[config.mk]
export PLATFORM = sky130hd
export DESIGN_NAME = fix2tfp_sched
export DESIGN_NICKNAME = d
export VERILOG_FILES = /design/src/rtl/fix2tfp_pkg.sv /design/src/rtl/fix2tfp.sv /design/src/rtl/fix2tfp_rr_arb.sv /design/src/rtl/fix2tfp_sched.sv
export SDC_FILE = /design/constraint.sdc
export NUM_CORES = 1
export LEC_CHECK = 0
export CELL_PAD_IN_SITES_DETAIL_PLACEMENT = 1
export CELL_PAD_IN_SITES_GLOBAL_PLACEMENT = 2
export CORE_UTILIZATION = 24
export DETAILED_ROUTE_END_ITERATION = 12
export HOLD_SLACK_MARGIN = 0.06
export PLACE_DENSITY_LB_ADDON = 0.1
export SKIP_CTS_REPAIR_TIMING = 1
export SYNTH_ARGS = -nofsm -noshare
export SYNTH_HDL_FRONTEND = slang
export SYNTH_SLANG_ARGS = --single-unit
export TNS_END_PERCENT = 5
[constraint.sdc]
create_clock -name clk -period 3.9 [get_ports clk]
set_input_delay 0.585 -clock clk [delete_from_list [all_inputs] [get_ports clk]]
set_output_delay 0.585 -clock clk [all_outputs]
set_load 0.05 [all_outputs]
[src/rtl/fix2tfp_pkg.sv]
// Shared sizing helpers for the fix2tfp converter family (fix2tfp, tfp2fix, fix2tfp_sched).
package fix2tfp_pkg;

  // Fixed-point width that a tfp word with the given exponent field can represent exactly.
  function automatic int fix_width(input int tfp_w, input int exp_w);
    return tfp_w - exp_w + (2 ** exp_w) - 1;
  endfunction

  function automatic int tag_width(input int nch);
    return (nch > 1) ? $clog2(nch) : 1;
  endfunction

endpackage

[src/rtl/fix2tfp.sv]
// Unsigned fixed-point to trivial float-point {exp, mant} converter (value = mant << exp, truncating),
// with PIPELINE output registers advanced by clkena.
module fix2tfp
  import fix2tfp_pkg::*;
#(
  parameter  int TFP_WIDTH = 8,
  parameter  int EXP_WIDTH = 3,
  parameter  int PIPELINE  = 0,
  localparam int FIX_WIDTH = fix_width(TFP_WIDTH, EXP_WIDTH)
) (
  input  logic                 clk,
  input  logic                 rst,
  input  logic                 clkena,
  input  logic [FIX_WIDTH-1:0] fix_in,
  output logic [TFP_WIDTH-1:0] tfp_out
);

  localparam int          MANT_W  = TFP_WIDTH - EXP_WIDTH;
  localparam int unsigned EXP_MAX = (2 ** EXP_WIDTH) - 1;
  localparam int unsigned NSTG    = PIPELINE;

  logic [EXP_WIDTH-1:0] w_exp;
  logic [MANT_W-1:0]    w_mant;
  logic [TFP_WIDTH-1:0] w_tfp;

  // Smallest exponent whose shifted value fits the mantissa field.
  always_comb begin
    w_exp = '0;
    for (int unsigned k = 0; k < EXP_MAX; k++) begin
      if ((fix_in >> k) > FIX_WIDTH'((2 ** MANT_W) - 1)) w_exp = EXP_WIDTH'(k + 1);
    end
    w_mant = MANT_W'(fix_in >> w_exp);
    w_tfp  = {w_exp, w_mant};
  end

  if (PIPELINE == 0) begin : g_comb
    logic w_unused;
    assign w_unused = clk ^ rst ^ clkena;
    assign tfp_out  = w_tfp;
  end else begin : g_pipe
    logic [TFP_WIDTH-1:0] r_pipe [NSTG];
    always_ff @(posedge clk) begin
      if (rst) begin
        for (int unsigned s = 0; s < NSTG; s++) r_pipe[s] <= '0;
      end else if (clkena) begin
        r_pipe[0] <= w_tfp;
        for (int unsigned s = 1; s < NSTG; s++) r_pipe[s] <= r_pipe[s-1];
      end
    end
    assign tfp_out = r_pipe[NSTG-1];
  end

endmodule

[src/rtl/fix2tfp_rr_arb.sv]
// Combinational round-robin arbiter: one-hot grant to the first request at or after ptr, modulo NCH.
module fix2tfp_rr_arb
  import fix2tfp_pkg::*;
#(
  parameter  int NCH       = 4,
  localparam int TAG_WIDTH = tag_width(NCH)
) (
  input  logic [NCH-1:0]       req,
  input  logic [TAG_WIDTH-1:0] ptr,
  output logic [NCH-1:0]       grant
);

  localparam int unsigned N = NCH;

  int unsigned w_idx;
  logic        w_found;

  always_comb begin
    grant   = '0;
    w_found = 1'b0;
    w_idx   = 0;
    for (int unsigned i = 0; i < N; i++) begin
      w_idx = (32'(ptr) + i) % N;
      if (!w_found && req[w_idx]) begin
        grant[w_idx] = 1'b1;
        w_found      = 1'b1;
      end
    end
  end

endmodule

[src/rtl/fix2tfp_sched.sv]
// Round-robin scheduler sharing one pipelined fix2tfp between NCH requesters, tagged output stream.
// Optional per-channel take counters: define FIX2TFP_SCHED_STAT_EN.
module fix2tfp_sched
  import fix2tfp_pkg::*;
#(
  parameter  int TFP_WIDTH = 8,
  parameter  int EXP_WIDTH = 3,
  parameter  int PIPELINE  = 0,
  parameter  int NCH       = 4,
  localparam int FIX_WIDTH = fix_width(TFP_WIDTH, EXP_WIDTH),
  localparam int TAG_WIDTH = tag_width(NCH)
) (
  input  logic                     rst,
  input  logic                     clk,
  input  logic [NCH*FIX_WIDTH-1:0] inp_data,
  input  logic [NCH-1:0]           inp_valid,
  output logic [NCH-1:0]           inp_ready,
  output logic [TFP_WIDTH-1:0]     out_data,
  output logic [TAG_WIDTH-1:0]     out_chan,
  output logic                     out_valid,
  input  logic                     out_ready
`ifdef FIX2TFP_SCHED_STAT_EN
  ,
  output logic [NCH*32-1:0]        stat_cnt,
  input  logic                     stat_clr
`endif
);

  localparam int unsigned N    = NCH;
  localparam int unsigned NSTG = PIPELINE + 1;

  logic                 w_adv;
  logic                 w_accept;
  logic [NCH-1:0]       w_grant;
  logic [TAG_WIDTH-1:0] w_gidx;
  logic [FIX_WIDTH-1:0] w_sel;
  logic [TAG_WIDTH-1:0] r_ptr;
  logic [FIX_WIDTH-1:0] r_iss_data;
  logic [NSTG-1:0]      r_vld;
  logic [TAG_WIDTH-1:0] r_tag [NSTG];

  assign w_adv = ~out_valid | out_ready;

  fix2tfp_rr_arb #(.NCH(NCH)) u_arb (
    .req   (inp_valid),
    .ptr   (r_ptr),
    .grant (w_grant)
  );

  assign inp_ready = (w_adv && !rst) ? w_grant : '0;
  assign w_accept  = |inp_ready;

  always_comb begin
    w_gidx = '0;
    w_sel  = '0;
    for (int unsigned i = 0; i < N; i++) begin
      if (w_grant[i]) begin
        w_gidx = TAG_WIDTH'(i);
        w_sel  = inp_data[i*FIX_WIDTH +: FIX_WIDTH];
      end
    end
  end

  always_ff @(posedge clk) begin
    if (rst) begin
      r_ptr <= '0;
    end else if (w_accept) begin
      r_ptr <= (w_gidx == TAG_WIDTH'(NCH - 1)) ? '0 : w_gidx + 1'b1;
    end
  end

  // Stage 0 is the issue register; stages 1..PIPELINE shadow the converter pipeline.
  always_ff @(posedge clk) begin
    if (rst) begin
      for (int unsigned s = 0; s < NSTG; s++) begin
        r_vld[s] <= 1'b0;
        r_tag[s] <= '0;
      end
      r_iss_data <= '0;
    end else if (w_adv) begin
      r_vld[0]   <= w_accept;
      r_tag[0]   <= w_gidx;
      r_iss_data <= w_sel;
      for (int unsigned s = 1; s < NSTG; s++) begin
        r_vld[s] <= r_vld[s-1];
        r_tag[s] <= r_tag[s-1];
      end
    end
  end

  fix2tfp #(
    .TFP_WIDTH (TFP_WIDTH),
    .EXP_WIDTH (EXP_WIDTH),
    .PIPELINE  (PIPELINE)
  ) the_fix2tfp (
    .clk     (clk),
    .rst     (rst),
    .clkena  (w_adv),
    .fix_in  (r_iss_data),
    .tfp_out (out_data)
  );

  assign out_valid = r_vld[NSTG-1];
  assign out_chan  = r_tag[NSTG-1];

`ifdef FIX2TFP_SCHED_STAT_EN
  logic        w_take;
  logic [31:0] r_stat [NCH];

  assign w_take = out_valid & out_ready;

  always_ff @(posedge clk) begin
    for (int unsigned i = 0; i < N; i++) begin
      if (rst || stat_clr) begin
        r_stat[i] <= '0;
      end else if (w_take && (out_chan == TAG_WIDTH'(i))) begin
        r_stat[i] <= r_stat[i] + 32'd1;
      end
    end
  end

  always_comb begin
    stat_cnt = '0;
    for (int unsigned i = 0; i < N; i++) stat_cnt[i*32 +: 32] = r_stat[i];
  end
`endif

endmodule

Yosys cells after proc, flatten, opt, wreduce, memory -nomap -nowiden
Memory sizes are Yosys's and may differ from the RTL's.
Index checks and enable logic that the tools add are counted.
{ "op_classes": {"add_sub_neg": 4, "n_lt_le_gt_ge": 15, "n_eq_ne": 1, "shift": 1, "muxes": 46, "bitwise": 5, "n_reduce_logical": 14} }
{ "ops": {"columns": ["operator", "count"], "rows": [
  ["$mux W12", 4],
  ["$mux W4", 5],
  ["$mux W1", 19],
  ["$mux W3", 6],
  ["$gt A12 B5 Y1 const B", 1],
  ["$lt A2 B3 Y1 const B", 4],
  ["$or A4 B4 Y4", 3],
  ["$shr A12 B3 Y5", 1],
  ["$gt A11 B5 Y1 const B", 1],
  ["$gt A10 B5 Y1 const B", 1],
  ["$gt A9 B5 Y1 const B", 1],
  ["$bmux W1 S2", 4],
  ["$demux W1 S2", 4],
  ["$ge A2 B1 Y1 const B", 4],
  ["$gt A8 B5 Y1 const B", 1],
  ["$logic_and A1 B1 Y1", 8],
  ["$mux W2", 4],
  ["$gt A7 B5 Y1 const B", 1],
  ["$gt A6 B5 Y1 const B", 1],
  ["$add A2 B1 Y2 const B", 2],
  ["$add A2 B2 Y2 const B", 2],
  ["$logic_not A1 Y1", 4],
  ["$reduce_or A4 Y1", 1],
  ["$eq A2 B2 Y1 const B", 1],
  ["other kinds (3)", 3]
]} }
{ "totals": {"reg_bits": 15, "ram_bits": 2, "out_inout_bits": 15, "elab_cells": 90, "memories": 1} }
{ "mem_list": {"columns": ["name", "words", "width", "read_ports", "rd_clocked_by_memory_dff", "write_ports", "line_no", "rtl"], "rows": [
  ["r_tag", 1, 2, 1, 0, 1, "fix2tfp_sched.sv:40", "logic [TAG_WIDTH-1:0] r_tag [NSTG];"]
]} }

Longest topological paths before layout
{ "depth": {"depth_word": 17, "ltp_mapped": 10, "mapped_depth_nobuf": 9} }

Hierarchy
A second synthesis with hierarchy kept.
{ "hier_totals": {"hier_cells": 221, "hier_area_um2": 1707.9} }
{ "by_module_without_submodules": {"columns": ["module", "instances", "cells_each", "area_per_inst_um2", "seq_area_each_um2"], "rows": [
  ["fix2tfp_sched", 1, 135, 973.4, 360.3],
  ["fix2tfp", 1, 50, 396.6, 0.0],
  ["fix2tfp_rr_arb", 1, 36, 337.8, 0.0]
]} }

Worst setup path after synthesis
No wires, ideal clock.
{ "synth_path": {"path_kind": "register -> output", "start": "register r_iss_data[11]", "end": "output port out_data[2]", "t_arrival_ns": 3.010, "t_required_ns": 3.315, "slack_ns": 0.305, "path_stages_with_launch": 8, "cell_sequence": "dfxtp_1 -> clkbuf_1 -> nor4_1 -> o21ai_1 -> nand2_1 -> mux4_2 -> o21bai_1 -> a2bb2oi_1"} }
{ "synth_lines": {"columns": ["item", "line_no", "rtl"], "rows": [
  ["start: declaration", "fix2tfp_sched.sv:38", "logic [FIX_WIDTH-1:0] r_iss_data;"],
  ["start signal: assignment", "fix2tfp_sched.sv:83", "r_iss_data <= w_sel;"],
  ["$gt A11 B5 Y1", "fix2tfp.sv:30", "if ((fix_in >> k) > FIX_WIDTH'((2 ** MANT_W) - 1)) w_exp = EXP_WIDTH'(k + 1);"],
  ["$mux W3 (5 in a row)", "fix2tfp.sv:30", null],
  ["$mux W3 *", "fix2tfp.sv:30", null],
  ["via out_data[6]", "fix2tfp_sched.sv:18", "output logic [TFP_WIDTH-1:0] out_data,"],
  ["$shr A12 B3 Y5 *", "fix2tfp.sv:32", "w_mant = MANT_W'(fix_in >> w_exp);"],
  ["end: declaration", "fix2tfp_sched.sv:18", null]
]} }
The timed path passes the listed nets; every way through them passes the cells marked *.

Final worst setup path
{ "layout_path": {"start": "register r_iss_data[11]", "end": "output port out_data[1]"} }
{ "layout_via": {"elab_chain_cells": 9} }
{ "layout_lines": {"columns": ["item", "line_no"], "rows": [
  ["$gt A12 B5 Y1", "fix2tfp.sv:30"],
  ["$mux W1", "fix2tfp.sv:30"],
  ["$mux W3 (6 in a row)", "fix2tfp.sv:30"],
  ["$shr A12 B3 Y5 *", "fix2tfp.sv:32"]
]} }
Mark *: on every way between the ends. The rest lies on a longest branch, timed or not.

==> summary.md <==
| Metric | Value |
|---|---|
| Status | `completed` |
| Power Density | `around 880 mW/mm²` |
| Relative slew margins | `about half` |
| RSZ-0062 raised after global routing | `false` |
| CP Cell Sequence | `nor4_1 > o21ai_1 > nand2_1 > mux4_2 > mux2_2 > clkdlybuf4s50_1` |
| Clk root buf | `clkbuf_8` |
| TritonCTS clock tree | `yes` |
| Worst hold path class | `flip-flop to flip-flop` |
| I/O pins | `70` |
| Mapped cell area | `0.00167 mm²` |
| Final slew viol count | `0` |
| Clk_skew | `around 0.0053 ns` |
| Fin crit period | `between 3 and 4 ns` |
| Gr ovfl total | `0` |
| Commonest non-fill, non-tap cell in the layout | `clkdlybuf4s50_1` |
| # DRC | `0` |
| DRT Wirelength | `5.70 mm` |
| ANT nets after route | `0` |
| Most frequent cells in the layout | `65 x clkdlybuf4s50_1, 16 x o21ai_0, 15 x nand2_1, 15 x dfxtp_1` |
| Part of the power in combinational logic | `around 80%` |
| Synthesized Nets | `250` |
| Total power | `2.26 mW` |
| Die width | `approximately 85 µm` |
| Worst Setup End Kind | `output pin` |
| Area Growth Syn to Fin | `54.0%` |
| Pint | `about 1.1 mW` |
| Asr flop ratio synth | `0%` |
| # setup viols final | `0` |
| CP max-delay cell | `clkdlybuf4s50_1` |
| Number of antenna diodes | `0` |
| MaxCap Viol Count | `0` |
| Share of the clock period used by the worst path | `92.3%` |
| Worst Hold Path Cells | `2` |
| TritonCTS buffer count | `3` |
| Ys flop type | `dfxtp_1` |
| Post-synthesis cell type count | `44` |
| Via density | `~5.3` |
| Share of the synthesized area in the top cell type | `around 18%` |
| Largest net degree at the start of global routing | `27` |
| Least-Margin Pin Slew | `about 0.73 ns` |
| Wire per inst | `between 15 and 20 µm` |
| Setup TNS | `0 ns` |
| Clock power frac | `just over 6%` |
| Final HPWL DP | `about 4.6 mm` |
| Global-route wire length before repair | `about 9.4 mm` |
| Clock Tree Buf Depth | `2` |
| Syn avg cell area | `between 8 and 9 µm²` |
| Initial DRC count | `41` |
| Yosys warning count | `0` |
| EDFF count, synth | `2` |
| Site Rows | `30` |
| Clock sink count | `17` |
| Clock insertion delay at the later pin of the skew report | `around 0.26 ns` |
| DRT Pass-1 Iters | `4` |
| Reg2reg path depth | `9` |
| Worst Path Required | `about 3.3 ns` |
| Total GRT Usage | `around 16%` |
| Port bufs | `69` |
| Crit path kind | `flip-flop to output pin` |
| Yosys top cell by area | `dfxtp_1` |
| Net Switching | `between 1 and 1.5 mW` |
| Core area | `0.00676 mm²` |
| DIE AREA | `approximately 0.0073 mm²` |
| VDD IR max | `roughly 0.24 mV` |
| Clock-pin slew on the worst setup and hold paths | `0.07 ns` |
| Antenna violations before repair | `0` |
| CP Launch Type | `flip-flop` |
| Max H-tree Level | `1` |
| Chip height | `between 80 and 90 µm` |
| GPL Wtd Cong | `roughly 0.76` |
| Power share of the sequential group | `about 14%` |
| Share of cells above drive strength 1 | `15.8%` |
| Static leakage | `approximately 0.96 nW` |
| Vias in the first global route | `about 1900` |
| Fin nets | `approximately 320` |
| Crit path DAT | `about 3 ns` |
| Final Hold Fails | `0` |
| FMAX | `about 280 MHz` |
| Mapped Cells | `between 150 and 200` |
| Register area share after synthesis | `a little over a fifth` |
| Top post-synthesis cells by area | `dfxtp_1 18%, a221o_1 8.4%, mux4_2 8.1%` |
| Vias | `1803` |
| Peak fanout along the critical path | `10` |
| Switching Fraction | `between 50 and 60%` |
| Flops & latches, synth | `17` |
| Largest stage delay on the critical path | `about 0.70 ns` |
| Initial Util | `between 20% and 30%` |
==> area by class of cell <==
cell class | instances | area, µm²
Sequential cell | 17 | 360
Fill cell | 806 | 4180
Clock buffer | 4 | 45.0
Timing Repair Buffer | 77 | 778
Tap cell | 80 | 100
Multi-Input combinational cell | 147 | 1230
Inverter | 15 | 56.3
==> synth_stat cells, types with 3 or more instances <==
| master | instances |
|---|---|
| a221o_1 | 14 |
| dfxtp_1 | 15 |
| mux4_2 | 6 |
| nand2_1 | 15 |
| ha_1 | 7 |
| mux2_2 | 3 |
| inv_1 | 14 |
| a21oi_1 | 10 |
| o211ai_2 | 8 |
| or3b_1 | 4 |
| nor2_1 | 7 |
| mux2i_1 | 4 |
| o21ai_1 | 4 |
| and2_1 | 3 |
| clkbuf_1 | 6 |
| o211ai_1 | 13 |
| o21ai_0 | 16 |
| nand2b_1 | 7 |
==> sequential cells by signal (all words and copies together) (netlist names) <==
register	count
r_iss_data	12
r_ptr	2
r_tag	2
out_valid	1
==> per-layer routing <==
metal / GRT usage, % / up-vias / wire [µm]
met2: 31.2 / 28 / 3070
met1: 19.0 / 876 / 2400
met4: 5.00 / 0 / 119
li1: - / 891 / -
met3: 1.85 / 8 / 116
met5: 0 / - / 0
==> per-stage QoR <==
stage	cell area, µm²	hold slack, ns	util [%]	std cells	setup slack (ns)
after floorplan	1670	0.429	-	188	0.305
after global placement	2500	0.513	37.0	336	0.320
after detailed placement	2500	0.512	37.0	336	0.141
after CTS	2550	0.526	37.7	340	0.201
after global routing	2570	0.556	38.1	340	0.0808
final	2570	0.521	38.1	340	0.301
==> worst paths after layout <==
check        slack, ns           start            end
max reg2reg       0.65        r_ptr[1]       r_ptr[0]
max               0.30  r_iss_data[11]    out_data[1]
min reg2reg       0.52   r_iss_data[2]  r_iss_data[2]
min               0.52   r_iss_data[2]  r_iss_data[2]
==> kinds of logic after synthesis <==
family | count (synthesis) | synth area share, %
AO/OA/AOI/OAI | 82 | 39.7
adder cells (fa/ha/maj) | 7 | 5.24
buffers and inverters | 24 | 6.14
flip-flops | 17 | 21.6
multiplexers | 14 | 13.2
AND/OR/NAND/NOR | 44 | 14.2
==> power by group through the flow <==
stage	clock network (mW)	registers (mW)	logic, mW
after floorplan	0	0.349	1.23
after global placement	0	0.330	1.79
after detailed placement	0	0.330	1.80
after CTS	0.146	0.326	1.80
after global routing	0.151	0.337	1.95
final	0.138	0.325	1.80
==> critical path: cells and delay by family, from the launching register on <==
kind,cells,cell delay [ns]
buf+inv,1,0.70
compound gates,1,0.15
flops,1,0.40
mux,2,0.80
simple gates,2,0.71
Note: power is estimated with default switching activity, not from simulation.
